$ cat src/rtl/prog_loader_ctrl.sv
// -----------------------------------------------------------------------------
// prog_loader_ctrl
//   Loads a program image from a UART byte stream into a 32-bit program ROM.
//   Image framing: SYNC_BYTE, count lo, count hi, N x 4 data bytes (LE), chk.
//   The checksum is the XOR of every byte after SYNC_BYTE (count + data bytes).
//
// Ports
//   Upg_clk_i   in   single rising-edge clock
//   Upg_rst_i   in   synchronous active-high reset
//   Rx_vld_i    in   one-cycle byte strobe from UART receiver
//   Rx_dat_i    in   received byte (valid with Rx_vld_i)
//   Upg_wen_o   out  ROM write enable, one-cycle pulse per word
//   Upg_adr_o   out  ROM word address (held between pulses)
//   Upg_dat_o   out  ROM write data (held between pulses)
//   Upg_done_o  out  image loaded and checksum verified
//   Busy_o      out  load in progress
//   Err_o       out  last load failed (bad count, checksum or timeout)
// -----------------------------------------------------------------------------
module prog_loader_ctrl #(
  parameter int unsigned ADDR_W    = 14,
  parameter logic [7:0]  SYNC_BYTE = 8'hA5,
  parameter logic [23:0] TIMEOUT   = 24'd1_000_000
) (
  input  logic              Upg_clk_i,
  input  logic              Upg_rst_i,
  input  logic              Rx_vld_i,
  input  logic [7:0]        Rx_dat_i,
  output logic              Upg_wen_o,
  output logic [ADDR_W-1:0] Upg_adr_o,
  output logic [31:0]       Upg_dat_o,
  output logic              Upg_done_o,
  output logic              Busy_o,
  output logic              Err_o
);

  typedef enum logic [2:0] {
    S_IDLE   = 3'd0,
    S_CNT_LO = 3'd1,
    S_CNT_HI = 3'd2,
    S_DATA   = 3'd3,
    S_CHK    = 3'd4,
    S_DONE   = 3'd5,
    S_ERR    = 3'd6
  } state_e;

  // Largest legal word count is the full ROM depth.
  localparam logic [32:0] MAX_WORDS = 33'd1 << ADDR_W;

  state_e              state_q, state_d;
  logic [15:0]         cnt_q,   cnt_d;    // word count N
  logic [ADDR_W-1:0]   widx_q,  widx_d;   // index of word being assembled
  logic [1:0]          bcnt_q,  bcnt_d;   // byte position inside the word
  logic [31:0]         asm_q,   asm_d;    // bytes 0..2 of the current word
  logic [7:0]          csum_q,  csum_d;
  logic [23:0]         gap_q,   gap_d;
  logic                fin_q,   fin_d;    // last word received, pulse in flight
  logic                wen_q,   wen_d;
  logic [ADDR_W-1:0]   adr_q,   adr_d;
  logic [31:0]         dat_q,   dat_d;

  logic                busy;
  logic                tmo;
  logic                last_word;
  logic [15:0]         n_new;

  assign busy = (state_q == S_CNT_LO) || (state_q == S_CNT_HI) ||
                (state_q == S_DATA)   || (state_q == S_CHK);

  // A byte arriving on the expiry cycle wins over the timeout.
  assign tmo = busy && !Rx_vld_i &&
               (({1'b0, gap_q} + 25'd1) >= {1'b0, TIMEOUT});

  assign last_word = (({{(32-ADDR_W){1'b0}}, widx_q} + 32'd1) == {16'd0, cnt_q});
  assign n_new     = {Rx_dat_i, cnt_q[7:0]};

  always_comb begin
    state_d = state_q;
    cnt_d   = cnt_q;
    widx_d  = widx_q;
    bcnt_d  = bcnt_q;
    asm_d   = asm_q;
    csum_d  = csum_q;
    fin_d   = fin_q;
    wen_d   = 1'b0;
    adr_d   = adr_q;
    dat_d   = dat_q;

    // Gap counter runs only while a load is in progress.
    if (!busy || Rx_vld_i) gap_d = 24'd0;
    else                   gap_d = gap_q + 24'd1;

    case (state_q)
      S_IDLE: begin
        if (Rx_vld_i && (Rx_dat_i == SYNC_BYTE)) begin
          state_d = S_CNT_LO;
          csum_d  = 8'd0;
        end
      end

      S_CNT_LO: begin
        if (Rx_vld_i) begin
          cnt_d[7:0] = Rx_dat_i;
          csum_d     = csum_q ^ Rx_dat_i;
          state_d    = S_CNT_HI;
        end
      end

      S_CNT_HI: begin
        if (Rx_vld_i) begin
          cnt_d  = n_new;
          csum_d = csum_q ^ Rx_dat_i;
          widx_d = '0;
          bcnt_d = 2'd0;
          fin_d  = 1'b0;
          if (n_new == 16'd0)                  state_d = S_CHK;
          else if ({17'd0, n_new} > MAX_WORDS) state_d = S_ERR;
          else                                 state_d = S_DATA;
        end
      end

      S_DATA: begin
        if (fin_q) begin
          // Final word's write pulse is on the bus this cycle; we only move
          // to CHK afterwards so wen never overlaps CHK. A checksum byte
          // arriving right now is judged here instead of being lost.
          fin_d = 1'b0;
          if (Rx_vld_i) state_d = (Rx_dat_i == csum_q) ? S_DONE : S_ERR;
          else          state_d = S_CHK;
        end else if (Rx_vld_i) begin
          csum_d = csum_q ^ Rx_dat_i;
          bcnt_d = bcnt_q + 2'd1;
          if (bcnt_q == 2'd3) begin
            wen_d  = 1'b1;
            adr_d  = widx_q;
            dat_d  = {Rx_dat_i, asm_q[23:0]};
            widx_d = widx_q + ADDR_W'(1);
            if (last_word) fin_d = 1'b1;
          end else begin
            asm_d[{bcnt_q, 3'b000} +: 8] = Rx_dat_i;
          end
        end
      end

      S_CHK: begin
        if (Rx_vld_i) state_d = (Rx_dat_i == csum_q) ? S_DONE : S_ERR;
      end

      S_DONE: begin
        // Sticky until reset; the CPU owns the ROM now.
      end

      S_ERR: begin
        if (Rx_vld_i && (Rx_dat_i == SYNC_BYTE)) begin
          state_d = S_CNT_LO;
          csum_d  = 8'd0;
        end
      end

      default: state_d = S_IDLE;
    endcase

    if (tmo) begin
      state_d = S_ERR;
      fin_d   = 1'b0;
    end
  end

  always_ff @(posedge Upg_clk_i) begin
    if (Upg_rst_i) begin
      state_q <= S_IDLE;
      cnt_q   <= 16'd0;
      widx_q  <= '0;
      bcnt_q  <= 2'd0;
      asm_q   <= 32'd0;
      csum_q  <= 8'd0;
      gap_q   <= 24'd0;
      fin_q   <= 1'b0;
      wen_q   <= 1'b0;
      adr_q   <= '0;
      dat_q   <= 32'd0;
    end else begin
      state_q <= state_d;
      cnt_q   <= cnt_d;
      widx_q  <= widx_d;
      bcnt_q  <= bcnt_d;
      asm_q   <= asm_d;
      csum_q  <= csum_d;
      gap_q   <= gap_d;
      fin_q   <= fin_d;
      wen_q   <= wen_d;
      adr_q   <= adr_d;
      dat_q   <= dat_d;
    end
  end

  assign Upg_wen_o  = wen_q;
  assign Upg_adr_o  = adr_q;
  assign Upg_dat_o  = dat_q;
  assign Upg_done_o = (state_q == S_DONE);
  assign Err_o      = (state_q == S_ERR);
  assign Busy_o     = busy;

endmodule

$ cat config.mk
export PLATFORM = sky130hd
export DESIGN_NAME = prog_loader_ctrl
export DESIGN_NICKNAME = d
export VERILOG_FILES = /design/src/rtl/prog_loader_ctrl.sv
export SDC_FILE = /design/constraint.sdc
export NUM_CORES = 1
export LEC_CHECK = 0
export BUFFER_PORTS_ARGS = -buffer_cell sky130_fd_sc_hd__clkbuf_2
export CORE_UTILIZATION = 55
export CTS_CLUSTER_SIZE = 30
export DETAILED_ROUTE_END_ITERATION = 8
export GPL_TIMING_DRIVEN = 0
export PLACE_DENSITY = 0.75
export SETUP_SLACK_MARGIN = 0.02
export SLEW_MARGIN = 20
export SYNTH_ARGS = -nofsm -noshare
export SYNTH_HDL_FRONTEND = slang
export SYNTH_SLANG_ARGS = --single-unit
$ cat constraint.sdc
create_clock -name Upg_clk_i -period 5.8 [get_ports Upg_clk_i]
set_input_delay 0 -clock Upg_clk_i [delete_from_list [all_inputs] [get_ports Upg_clk_i]]
set_output_delay 0 -clock Upg_clk_i [all_outputs]
set_load 0.01 [all_outputs]
==> key figures, run 1 <==
Power
  • Clock power share: 0.480
  • NetSw: 0.000672 W
  • Logic pwr share: 0.130
  • Leakage Power: 2.80 nW
  • VDD IR-drop max: 259 uV
  • Sequential power share: 0.390
  • Sw Ratio: 0.258
  • Pint: 0.00193 W
  • Pwr Density: 327 mW/mm^2

STA
  • Slew of the pin with the lowest slew margin: 0.926 ns
  • RSZ-0062 raised after global routing: false
  • Final Critical Period: 2.98 ns
  • WHS: 0.137 ns
  • # setup viols final: 0
  • Post-route clock period utilization: 0.514
  • Normalized max-slew margin: 0.382
  • Layout Skew: 0.00655 ns
  • Final Hold Viols: 0
  • Setup TNS Final: 0 ns
  • Fmax: 335 MHz
  • Max Slew Vio Count: 0

Critical path
  • CP Cell Sequence: ha_1 -> nand4_1 -> nor3_2 -> a31oi_1 -> a22o_1 -> nor4b_1 -> a31o_2 -> nor4b_2
  • Critical path endpoint category: register
  • CP Data Arrival Time: 3.27 ns
  • CP required: 6.09 ns
  • CP Launch Type: register
  • Worst path slowest cell: nor4b_1
  • Crit path max fanout: 6
  • Critical path class: reg2reg
  • Max incr delay on CP: 0.72 ns

Final layout
  • Antenna cell count: 0
  • Share of layout cells above drive strength 1: 0.118
  • # fillers: 1067
  • Register area: 0.00278 sq mm
  • Final net count: 977
  • Area occupied by multi-input gates: 0.00372 sq mm
  • Area Overhead vs Synth: 17.1%

Synthesis
  • Top-count cell post-synth: nand2_1
  • Post-Synthesis Cells: 882
  • Most frequent cells after synthesis: nand2_1 (173), dfxtp_1 (139), a21oi_1 (108)
  • Synth area leader: dfxtp_1
  • Primary FF master, synth: dfxtp_1
  • Synth cell types: 62
  • Ranking of synthesized cells by area: dfxtp_1 (41%), nand2_1 (9.6%), a21oi_1 (8.0%)
  • Post-Syn Area: 0.00679 sq mm
  • Synth Area per Inst: 7.70 sq um
  • Post-synth EDFFs: 0
  • Ys async rst share: 0
  • YS warnings: 0
  • #FFs+latches synth: 139
  • Post-synth top area share: 0.410
  • Syn Nets: 900
  • Register area share after synthesis: 0.410

Job
  • Max-Cap Viols: 0

Place
  • Port Buffers: 58
  • Placer congestion estimate: 0.898
  • Post-detail-place hpwl: 11.8 mm

Global routing
  • GR Layer Usage met2: 0.442
  • Gr usage total: 0.278
  • Grt total ovfl: 0
  • Top Usage Layer GRT: met2
  • First-pass GRT wire length: 28.3 mm
  • Met3 usage: 0.0621
  • Initial antenna violation count: 0
  • Largest net degree at the start of global routing: 17
  • Met1 Usage GRT: 0.378
  • Vias in the first global route: 5758

Floorplanning
  • Die height: 113 um
  • Boundary Pins: 61
  • Initial Util: 0.566
  • Die W: 113 um
  • Row count: 40
  • Die area: 0.0128 sq mm
  • Core box area: 0.0120 sq mm

Min path
  • Worst Hold Class: in2reg

Run status
  • Outcome: complete, no violations

Clock network
  • Worst-Skew Late Latency: 0.42 ns
  • Clock transition at path regs: 0.06 ns
  • Resized cells post-CTS: 0
  • # Post-CTS Setup Buffers: 0
  • TritonCTS clock tree: done
  • Number of buffers created by CTS: 17
  • H-Tree Depth: 4
  • Clock root cell: clkbuf_16
  • TritonCTS Sinks: 139
  • Max Root-Sink Buffers: 2
  • Hold-fix buffers, CTS: 0

Detailed routing
  • Iteration-0 DRC Markers: 663
  • WL/cell: 15.5 um
  • Number of routed nets with antenna violations: 0
  • TritonRoute pass-1 iters: 7
  • Via count: 6438
  • Vias/cell: 5.75
  • Routed wire length: 17.3 mm
  • Remaining DRCs: 0
[kinds of logic after synthesis]
group / synth area share
buf+inv: 0.0431
mux: 0.0236
simple gates: 0.297
compound gates: 0.157
fa+ha+maj: 0.0129
flops: 0.410
xor+xnor: 0.0567
[metal layers]
metal | wire length (um) | vias to the layer above | part of all wire
li1 | - | 3208 | -
met2 | 7920 | 210 | 0.46
met4 | 199 | 0 | 0.011
met5 | 0 | - | 0
met1 | 8270 | 2996 | 0.48
met3 | 917 | 24 | 0.053
[per-stage QoR]
step / total power [W] / setup slack (ns) / utilization / area (sq um) / cells
finish: 0.00260 / 2.82 / 0.662 / 7950 / 1119
global route: 0.00269 / 2.68 / 0.662 / 7950 / 1119
CTS: 0.00260 / 2.95 / 0.662 / 7950 / 1119
detailed placement: 0.00136 / 3.04 / 0.606 / 7270 / 1087
global placement: 0.00136 / 3.06 / 0.605 / 7270 / 1087
floorplan: 0.00127 / 3.40 / - / 6790 / 882
[power by group through the flow]
| stage | Combinational [W] | Sequential, W | Clock (W) |
|---|---|---|---|
| final | 0.000337 | 0.00101 | 0.00125 |
| after floorplan | 0.000247 | 0.00103 | 0 |
| after global routing | 0.000371 | 0.00102 | 0.00130 |
| after detailed placement | 0.000330 | 0.00103 | 0 |
| after global placement | 0.000324 | 0.00103 | 0 |
| after CTS | 0.000332 | 0.00101 | 0.00126 |
[registers in the layout, indices dropped and copies added (netlist names)]
signal / cells
cnt_q: 16
state_q: 3
csum_q: 8
bcnt_q: 2
Upg_adr_o: 14
widx_q: 14
fin_q: 1
Upg_wen_o: 1
asm_q: 24
Upg_dat_o: 32
gap_q: 24
[area by class of cell]
type,count,area share
Clock inverter,13,0.0299
Sequential cell,139,0.350
Timing Repair Buffer,58,0.0365
Tap cell,147,0.0231
Clock buffer,19,0.0557
Multi-Input combinational cell,669,0.468
Buffer,65,0.0326
Inverter,9,0.00425
[cells in the final DEF (no fill, tap or decap), drive strengths merged, types with 2 or more instances in the layout]
cell type,synthesis,routed
nand4,10,10
bufinv,0,6
o21ai,33,33
a22o,2,2
a221o,2,2
dfxtp,139,139
and4,6,6
clkinvlp,0,3
nor4b,6,6
or3,6,6
buf,10,10
a31oi,4,4
nor2,84,84
or2,3,3
a22oi,5,5
o211ai,5,5
and3,7,7
or4,6,6
nor3,19,19
o311a,2,2
nand2b,7,7
o2111ai,3,3
a21boi,2,2
nand2,173,173
xnor2,26,26
nor3b,6,6
a21oi,108,108
inv,9,12
nand3,43,43
and2,11,11
clkbuf,55,132
and3b,3,3
nor4,12,12
nand3b,6,6
nor2b,8,8
o22ai,3,3
xor2,18,18
mux2i,16,16
nand4b,2,2
ha,7,7
[final timing paths]
kind	slack (ns)	end	depth (start not counted)	start
worst max-delay path	2.82	state_q[0]$_SDFFE_PP0P_	8	gap_q[0]$_SDFF_PP0_
worst min-delay path	0.14	fin_q$_SDFFE_PP0P_	3	Upg_rst_i
worst max register to register	2.82	state_q[0]$_SDFFE_PP0P_	8	gap_q[0]$_SDFF_PP0_
worst min register to register	0.45	Upg_dat_o[7]$_SDFFE_PP0P_	2	asm_q[7]$_SDFFE_PP0P_
[critical path, delay by kind of cell, from the launching register on]
family / cells / cell delay, ns
compound gates: 3 / 0.74
flops: 1 / 0.41
simple gates: 4 / 1.38
fa+ha+maj: 1 / 0.31
Power figures use the tool's default switching activity.
==> inputs of run 2 (changes only) <==
- clock period: 5.8 -> 3.1 ns (I/O delays scaled with it)
==> run 2 against run 1 <==
Sequential share of layout area is essentially flat. Clock power grew 87%. Hold slack lost 0.0025 ns. Non-clock buffer count is the same. Routed wire length grew 0.48%. Clock skew is essentially flat. Cell count is the same. Cell area is essentially flat. Critical path depth is the same. Largest power group unchanged.
==> key figures, run 2 (same netlist as run 1, synthesis figures left out) <==
Run status
  • Outcome: complete, no violations

Critical path
  • Worst r2r src: gap_q[0]$_SDFF_PP0_
  • Worst R2R Setup Slack: 0.38 ns
  • Critical R2R Capture: state_q[0]$_SDFFE_PP0P_
  • Critical path endpoint category: register
  • CP Launch Type: register
  • CP required: 3.39 ns
  • Critical path class: reg2reg
  • Worst r2r path cells: 8
  • CP Data Arrival Time: 3.01 ns
  • Crit path max fanout: 6

STA
  • Final Hold Viols: 0
  • Layout Skew: 0.00671 ns
  • # setup viols final: 0
  • Slew of the pin with the lowest slew margin: 0.976 ns
  • RSZ-0062 raised after global routing: false
  • Fmax: 368 MHz
  • Post-route clock period utilization: 0.878
  • Max Slew Vio Count: 0
  • Final Critical Period: 2.72 ns
  • Setup TNS Final: 0 ns
  • WHS: 0.134 ns
  • Normalized max-slew margin: 0.348

Final layout
  • Final design utilization: 0.663
  • # fillers: 1067
  • Antenna cell count: 0
  • Post-layout instance count excluding filler cells: 1119
  • Commonest non-fill, non-tap cells in the layout: nand2_1 (173), dfxtp_1 (139), a21oi_1 (108), nor2_1 (84), clkbuf_2 (58)
  • Final net count: 977
  • Number of flip-flops in the largest register: 32
  • Area Overhead vs Synth: 17.2%
  • Commonest non-fill, non-tap cell in the layout: nand2_1
  • Share of layout cells above drive strength 1: 0.119

Detailed routing
  • Vias/cell: 5.73
  • Routed wire length: 17.4 mm
  • Via count: 6412
  • M1 wire length: 8.31 mm
  • Number of routed nets with antenna violations: 0
  • TritonRoute pass-1 iters: 5
  • Top layer in use: met4
  • Remaining DRCs: 0
  • Met3 WL: 970 um
  • Met2 routed WL: 7.90 mm
  • WL/cell: 15.5 um
  • Iteration-0 DRC Markers: 639

Global routing
  • Vias in the first global route: 5758
  • Gr usage total: 0.278
  • First-pass GRT wire length: 28.3 mm
  • Initial antenna violation count: 0
  • Largest net degree at the start of global routing: 17
  • Grt total ovfl: 0

Place
  • Placer congestion estimate: 0.898
  • Port Buffers: 58
  • Placed insts: 1087
  • Post-detail-place hpwl: 11.8 mm

Clock network
  • TritonCTS clock tree: done
  • Worst-Skew Late Latency: 0.42 ns
  • Hold-fix buffers, CTS: 0
  • # Post-CTS Setup Buffers: 0
  • Resized cells post-CTS: 0
  • Number of buffers created by CTS: 17
  • TritonCTS Sinks: 139
  • Clock transition at path regs: 0.06 ns
  • H-Tree Depth: 4
  • Max Root-Sink Buffers: 2
  • Clock root cell: clkbuf_16

Min path
  • Min-delay src: Rx_dat_i[3]
  • Worst Hold Class: in2reg
  • Sink of the worst hold path: cnt_q[11]$_SDFFE_PP0P_
  • Hold depth: 3

Floorplanning
  • Boundary Pins: 61
  • Row count: 40
  • Initial Util: 0.566
  • Die W: 113 um
  • Die area: 0.0128 sq mm
  • Core box area: 0.0120 sq mm
  • Die height: 113 um

Power
  • NetSw: 0.00127 W
  • Sw Ratio: 0.260
  • Pint: 0.00361 W
  • Sequential power share: 0.389
  • Pwr Density: 612 mW/mm^2
  • Logic pwr share: 0.130
  • Leakage Power: 2.80 nW
  • VDD IR-drop max: 486 uV
  • Clock power share: 0.480

Job
  • Max-Cap Viols: 0
==> run 2: worst max-delay path, stage by stage (launching register included) <==
cell,delay [ns]
dfxtp_1,0.41
ha_1,0.31
nand4_1,0.26
nor3_2,0.34
a31oi_1,0.18
a22o_1,0.27
nor4b_2,0.49
a31o_2,0.26
nor4b_2,0.05
==> run 2: worst max-delay path by stage <==
stage	depth (start not counted)	end	slack [ns]	from
final	8	state_q[0]$_SDFFE_PP0P_	0.38	gap_q[0]$_SDFF_PP0_
after global routing	9	widx_q[13]$_SDFFE_PP0P_	0.15	state_q[1]$_SDFFE_PP0P_
after CTS	8	state_q[0]$_SDFFE_PP0P_	0.25	gap_q[0]$_SDFF_PP0_
after detailed placement	8	state_q[0]$_SDFFE_PP0P_	0.34	gap_q[0]$_SDFF_PP0_
after global placement	8	state_q[0]$_SDFFE_PP0P_	0.36	gap_q[0]$_SDFF_PP0_
after floorplan	8	fin_q$_SDFFE_PP0P_	0.70	widx_q[0]$_SDFFE_PP0P_
==> run 2: metal layers <==
layer,track usage,vias up
met5,0,-
li1,-,3202
met2,0.442,194
met4,0.0833,0
met1,0.378,2990
met3,0.0621,26
==> run 2: cell type report <==
| type | instances | area [sq um] | area share |
|---|---|---|---|
| buffer | 65 | 259 | 0.0325 |
| multi-input combinational | 669 | 3730 | 0.469 |
| timing repair buffer | 58 | 290 | 0.0365 |
| tap | 147 | 184 | 0.0231 |
| clock inverter | 13 | 238 | 0.0299 |
| clock buffer | 19 | 443 | 0.0556 |
| sequential | 139 | 2780 | 0.350 |
| inverter | 9 | 33.8 | 0.00424 |
==> run 2: through the flow <==
| stage | setup slack [ns] | total power (W) | area, sq um |
|---|---|---|---|
| CTS | 0.248 | 0.00487 | 7950 |
| floorplan | 0.703 | 0.00238 | 6790 |
| finish | 0.379 | 0.00487 | 7960 |
| global placement | 0.357 | 0.00254 | 7270 |
| detailed placement | 0.339 | 0.00255 | 7270 |
| global route | 0.148 | 0.00503 | 7960 |
==> run 2: power by group through the flow <==
stage / logic (W) / registers (W) / clock network [W]
2_1_floorplan: 0.000462 / 0.00192 / 0
6_report: 0.000634 / 0.00190 / 0.00234
3_3_place_gp: 0.000607 / 0.00193 / 0
3_5_place_dp: 0.000617 / 0.00193 / 0
5_1_grt: 0.000695 / 0.00191 / 0.00243
4_1_cts: 0.000621 / 0.00190 / 0.00235
